==> config.mk <==
export PLATFORM = sky130hd
export DESIGN_NAME = ram_port_arbiter
export DESIGN_NICKNAME = d
export VERILOG_FILES = /design/src/rtl/ram_port_arbiter.sv
export SDC_FILE = /design/constraint.sdc
export NUM_CORES = 1
export LEC_CHECK = 0
export ABC_AREA = 1
export BUFFER_PORTS_ARGS = -buffer_cell sky130_fd_sc_hd__clkbuf_2
export CAP_MARGIN = 10
export CORE_UTILIZATION = 30
export CTS_BUF_LIST = sky130_fd_sc_hd__clkbuf_8
export CTS_CLUSTER_DIAMETER = 100
export DETAILED_ROUTE_END_ITERATION = 8
export PLACE_DENSITY_LB_ADDON = 0.05
export SYNTH_ARGS = -nofsm -noshare
export SYNTH_HDL_FRONTEND = slang
export SYNTH_SLANG_ARGS = --single-unit
==> constraint.sdc <==
create_clock -name clk -period 1.65 [get_ports clk]
set_input_delay 0.0825 -clock clk [delete_from_list [all_inputs] [get_ports clk]]
set_output_delay 0.0825 -clock clk [all_outputs]
set_load 0.005 [all_outputs]
==> src/rtl/ram_port_arbiter.sv <==
// ram_port_arbiter: round-robin arbiter and sequencer for port A of a
// simple_bidir_ram instance. Two requesters share the port with a req/ack
// handshake (ack is combinational); reads return on rvalid one cycle later.
// Optional zero sweep of the whole array is enabled by defining the macro
// RAM_PORT_ARBITER_CLEAR_EN. Without it there is no CLEAR state and busy is 0.
module ram_port_arbiter #(
  parameter int width   = 8,
  parameter int widthad = 10
) (
  input  logic               clk,
  input  logic               rst,
  input  logic               r0_req,
  input  logic               r0_we,
  input  logic [widthad-1:0] r0_addr,
  input  logic [width-1:0]   r0_wdata,
  output logic               r0_ack,
  output logic               r0_rvalid,
  output logic [width-1:0]   r0_rdata,
  input  logic               r1_req,
  input  logic               r1_we,
  input  logic [widthad-1:0] r1_addr,
  input  logic [width-1:0]   r1_wdata,
  output logic               r1_ack,
  output logic               r1_rvalid,
  output logic [width-1:0]   r1_rdata,
  input  logic               clear_req,
  output logic               busy,
  output logic [widthad-1:0] ram_address,
  output logic               ram_wren,
  output logic [width-1:0]   ram_data,
  input  logic [width-1:0]   ram_q
);

  // Requester-indexed views of the two request ports
  logic [1:0]         req;
  logic [1:0]         we;
  logic [widthad-1:0] addr [2];
  logic [width-1:0]   wdata [2];
  logic [1:0]         grant;
  logic               rvalid_reg [2];

  // 1 = r1 was granted last, so r0 wins the next contention
  logic               last_reg;
  // Address last presented to the RAM, held through idle cycles
  logic [widthad-1:0] addr_reg;

  logic               clearing;
  logic [widthad-1:0] sweep_addr;

  assign req      = {r1_req, r0_req};
  assign we       = {r1_we, r0_we};
  assign addr[0]  = r0_addr;
  assign addr[1]  = r1_addr;
  assign wdata[0] = r0_wdata;
  assign wdata[1] = r1_wdata;

`ifdef RAM_PORT_ARBITER_CLEAR_EN
  typedef enum logic {ST_RUN, ST_CLEAR} state_t;

  localparam logic [widthad-1:0] last_addr = '1;

  state_t             state_reg;
  state_t             state_next;
  logic [widthad-1:0] sweep_reg;
  logic [widthad-1:0] sweep_next;

  // State register: reset starts a fresh sweep from address 0
  always_ff @(posedge clk) begin
    if (rst) begin
      state_reg <= ST_CLEAR;
      sweep_reg <= '0;
    end else begin
      state_reg <= state_next;
      sweep_reg <= sweep_next;
    end
  end

  // Next state: a clear request in RUN restarts the sweep; CLEAR ignores it
  always_comb begin
    state_next = state_reg;
    sweep_next = sweep_reg;
    case (state_reg)
      ST_RUN: begin
        if (clear_req) begin
          state_next = ST_CLEAR;
          sweep_next = '0;
        end
      end
      ST_CLEAR: begin
        sweep_next = sweep_reg + widthad'(1);
        if (sweep_reg == last_addr) begin
          state_next = ST_RUN;
        end
      end
      default: state_next = ST_RUN;
    endcase
  end

  // State outputs: sweep active flag and its write address
  always_comb begin
    clearing   = (state_reg == ST_CLEAR);
    sweep_addr = sweep_reg;
  end
`else
  logic unused_clear;

  assign unused_clear = clear_req;
  assign clearing     = 1'b0;
  assign sweep_addr   = '0;
`endif

  assign busy = clearing;

  // Round-robin grant: a lone requester wins, contention goes to the one not served last
  always_comb begin
    grant = 2'b00;
    if (!rst && !clearing) begin
      if (req[0] && (!req[1] || last_reg)) begin
        grant[0] = 1'b1;
      end else if (req[1]) begin
        grant[1] = 1'b1;
      end
    end
  end

  assign r0_ack = grant[0];
  assign r1_ack = grant[1];

  // RAM port mux: sweep, then the granted requester, else hold the address
  always_comb begin
    ram_wren    = 1'b0;
    ram_data    = '0;
    ram_address = addr_reg;
    if (rst) begin
      ram_address = '0;
    end else if (clearing) begin
      ram_wren    = 1'b1;
      ram_address = sweep_addr;
    end else if (grant[0]) begin
      ram_wren    = we[0];
      ram_address = addr[0];
      ram_data    = we[0] ? wdata[0] : '0;
    end else if (grant[1]) begin
      ram_wren    = we[1];
      ram_address = addr[1];
      ram_data    = we[1] ? wdata[1] : '0;
    end
  end

  // Remember the presented address and the last-granted requester
  always_ff @(posedge clk) begin
    if (rst) begin
      addr_reg <= '0;
      last_reg <= 1'b1;
    end else begin
      addr_reg <= ram_address;
      if (grant[0]) begin
        last_reg <= 1'b0;
      end else if (grant[1]) begin
        last_reg <= 1'b1;
      end
    end
  end

  generate
    for (genvar gi = 0; gi < 2; gi++) begin : g_rvalid
      // Read completion strobe one cycle after a granted read
      always_ff @(posedge clk) begin
        if (rst) begin
          rvalid_reg[gi] <= 1'b0;
        end else begin
          rvalid_reg[gi] <= grant[gi] && !we[gi];
        end
      end
    end
  endgenerate

  // Pending completions are dropped as soon as reset is seen
  assign r0_rvalid = rvalid_reg[0] && !rst;
  assign r1_rvalid = rvalid_reg[1] && !rst;
  assign r0_rdata  = ram_q;
  assign r1_rdata  = ram_q;

endmodule

### Yosys cells after proc, flatten, opt, wreduce, memory -nomap -nowiden

Memories as Yosys holds them, arrays and structs flattened.
Index checks and enable logic that the tools add are counted.

| storage, ports and cells | value |
|---|---|
| bits of input ports | 51 |
| output and inout bits | 40 |
| bits in registers | 11 |
| memories | 1 |
| word-level logic and storage cells | 38 |
| memory bits (writable) | 2 |

| operators by class | value |
|---|---|
| muxes and demuxes | 22 |
| bitwise gates (word level) | 2 |
| reduce and logical (&&, ||, !) cells | 11 |

Memory list:

| name | words | width | rd ports | clocked after Yosys merged registers in | wr ports | RTL line | RTL |
|---|---|---|---|---|---|---|---|
| rvalid_reg | 2 | 1 | 2 | 0 | 2 | 40 | `logic rvalid_reg [2];` |

Operators with widths:

| cell | number |
|---|---|
| 8-bit 2-to-1 mux | 5 |
| 10-bit 2-to-1 mux | 3 |
| 1-bit 2-to-1 mux | 13 |
| 1-bit logical AND | 5 |
| 1-bit logical NOT | 4 |
| 2-bit 2-to-1 mux | 1 |
| 1-bit bitwise OR | 2 |
| 2-bit nonzero test | 1 |
| 1-bit logical OR | 1 |

### Longest topological paths before layout

| logic depth | value |
|---|---|
| word-level depth | 8 |
| depth in mapped cells | 8 |

### Worst setup path after synthesis

OpenSTA, ideal clock, no wires.

| path | value |
|---|---|
| kind | register to output |
| start point | reg last_reg |
| end point | out ram_wren |
| path buffers | 1 |
| cell stages (with the launch flop) | 9 |
| path slack | 0.704 ns |
| data required time | 1.567 ns |
| arrival time | 0.864 ns |
| path through | dfxtp_1 inv_1 nand2_2 nand3_2 buf_4 nor2_4 inv_1 nand2_1 inv_1 |

| on the way | value |
|---|---|
| longest elaborated chain between the ends | 7 |

Ends and longest elaborated chain:

| item | RTL line | RTL |
|---|---|---|
| start, declared | 43 | `logic last_reg;` |
| start signal, assigned | 154 | `last_reg <= 1'b1;` |
| start signal, assigned | 158 | `last_reg <= 1'b0;` |
| start signal, assigned | 160 | `last_reg <= 1'b1;` |
| 1-bit logical OR * | 118 | `if (req[0] && (!req[1] \|\| last_reg)) begin` |
| 1-bit logical AND * | 118 |  |
| 1-bit 2-to-1 mux | 118 |  |
| 2-bit 2-to-1 mux * | 117 | `if (!rst && !clearing) begin` |
| 1-bit 2-to-1 mux | 143 | `end else if (grant[1]) begin` |
| 1-bit 2-to-1 mux * | 139 | `end else if (grant[0]) begin` |
| 1-bit 2-to-1 mux * | 134 | `if (rst) begin` |
| end, declared | 29 | `output logic ram_wren,` |

Mark *: on every way between the ends. The rest lies on a longest branch, timed or not.

### Worst setup path in the final report

| path | value |
|---|---|
| start point | reg last_reg |
| end point | out ram_address[5] |

| on the way | value |
|---|---|
| longest elaborated chain between the ends | 7 |

Ends and longest elaborated chain:

| item | RTL line | RTL |
|---|---|---|
| 1-bit logical OR * | 118 |  |
| 1-bit logical AND * | 118 |  |
| 1-bit 2-to-1 mux | 118 |  |
| 2-bit 2-to-1 mux * | 117 |  |
| 10-bit 2-to-1 mux | 143 |  |
| 10-bit 2-to-1 mux * | 139 |  |
| 10-bit 2-to-1 mux * | 134 |  |
| end, declared | 28 | `output logic [widthad-1:0] ram_address,` |

Marked as above.

==> impl_metrics.ini <==
[run_status]
outcome = complete, no violations

[cells_and_area]
num_antenna_cells = 0
largest_register_ffs = 10
multi_input_area_um2 = 493
ff_latch_area_um2 = 260
post-route-util = 0.407
final_common_cell = clkbuf_2
drive_gt1_frac = 0.342
fin_nets = 289
area_growth_pct = 26.8
fillerInstances = 391
final_cell_mix = clkbuf_2 (64), nand2_1 (56), inv_1 (44)

[grt]
overflow = 0
grt_pass1_vias = 1176
grt_first_pass_wirelength_um = 5070
grtUsageTotal = 0.160
antenna_found_initial = 0
grt_start_max_net_pins = 14

[pwr]
leakage_nw = 0.974
ir_drop_v = 0.000233
powerDensity_nw_per_um2 = 635
fin_total_pwr_uw = 890

[die]
rows = 21
ios = 91
core_um2 = 3440
dieWidth_um = 62.7
die_area_um2 = 3930
start_util = 0.321
die_y_um = 62.7

[placement]
gp_congestion = 0.720
hpwl_um = 2180
port_buffers = 64

[timing]
finalCritPeriodShare = 0.904
hold_violations = 0
rsz0062_at_grt = no
fin_crit_ns = 1.49
setup_viol = 0
fin_setup_tns_ns = 0
fmax_ghz = 0.671
clock_skew_ns = 0.00157
slew_violations = 0

[setup_path]
path_common_cell = inv_1
crit_path_end_kind = output port
start_kind = register
cp.required_ns = 1.57
cpMaxStageDelayCell = dfxtp_1
cp_data_arrival_time_ns = 1.41
critPathKind = register to output port
crit_path_max_fanout = 13
worstPathCellList = inv_1, nand2_2, nand3_4, buf_4, nand3_1, nand2_1, inv_1, clkbuf_2
ff2ff_path_depth = 7
cpPeakStageDelay_ns = 0.32

[min_path]
whs_path_depth = 2
hold_class = primary input to register

[route]
firstDrtPassIters = 4
wl_per_cell_um = 10.4
ant_nets = 0
via_per_inst = 4.33
routed_wl_um = 2930
drt_iter0_markers = 44
drc = 0
via_count = 1224

[run]
drv_cap = 0

[cts]
clock_latency_ns = 0.24
htreeDepth = 1
ctsResizeCount = 0
root_buffer = clkbuf_8
ctsLongestPathBuffers = 2
cts_tree = yes
cts_buffers = 3
path_clk_slew_ns = 0.06
clkSinkCount = 13
cts_setup_buffers = 0
cts_hold_buf = 0

[yosys]
ys_ff_latch = 13
yosysUniqueCellTypes = 17
ys_seq_area_frac = 0.236
synth_top_area_frac = 0.236
syn-cell-area_um2 = 1100
yosysWarnings = 0
syn_area_per_cell_um2 = 5.78
synth_nets = 242
synth_top_cell_by_area = dfxtp_1
syn_inst = 191
yosys-top-cells-area = dfxtp_1 (24%), nand2_1 (19%), inv_1 (15%)
logic make-up (layout without fill, tap and decap cells):
| logic type | after synthesis | in the layout | synth area share |
|---|---|---|---|
| other | 1 | 1 | 0.00339 |
| and+or+nand+nor | 83 | 83 | 0.332 |
| AOI/OAI and AO/OA | 19 | 19 | 0.0997 |
| buffers and inverters | 75 | 121 | 0.330 |
| DFF | 13 | 13 | 0.236 |
final cells by class:
type,count,share of cell area
clock inverters,1,0.00268
multi-input cells,103,0.352
flip-flops and latches,13,0.186
clock buffers,3,0.0295
repair buffers,71,0.266
well taps,46,0.0411
inverters,46,0.123
through the flow:
step	cells	hold slack [ns]	instance area, um2	setup WS (ns)
after floorplan	191	0.246	1100	0.704
after global placement	279	0.165	1340	0.292
after detailed placement	279	0.165	1340	0.246
after CTS	283	0.151	1390	0.0154
after global routing	283	0.165	1400	0.0200
final	283	0.149	1400	0.159
routing by layer:
metal  wire (um)  global-route usage
met2        1380               0.270
met5           0                   0
met3         193              0.0328
met4          27              0.0756
met1        1330               0.193
synthesized netlist by cell type:
library cell,number
nand2_2,1
a31oi_1,10
buf_2,6
nor2_1,3
nand3_1,11
o21ai_0,8
nand3_2,1
buf_4,20
inv_1,43
dfxtp_1,13
nand4_1,10
nand2_1,56
conb_1,1
clkbuf_1,3
inv_2,3
nor2_4,1
o211ai_1,1
worst paths after layout:
kind	from	end	slack (ns)
worst max-delay path	last_reg$_SDFFE_PP1P_	ram_address[5]	0.16
worst min-delay path	r1_we	rvalid_reg[1]$_SDFF_PP0_	0.15
worst max register to register	last_reg$_SDFFE_PP1P_	addr_reg[5]$_SDFF_PP0_	0.50
worst min register to register	last_reg$_SDFFE_PP1P_	last_reg$_SDFFE_PP1P_	0.52
power by group:
part           leakage [nW]  total [mW]  internal, mW  switching, mW
logic                 0.840       0.270         0.121          0.149
clock network        0.0269       0.279         0.164          0.115
registers             0.107       0.341         0.336        0.00543
worst max-delay path, delay by kind of cell (launching register included):
family / cells / cell delay (ns)
flip-flops: 1 / 0.32
AND/OR/NAND/NOR: 4 / 0.40
buffers and inverters: 4 / 0.44
(Power assumes the default switching activity.)
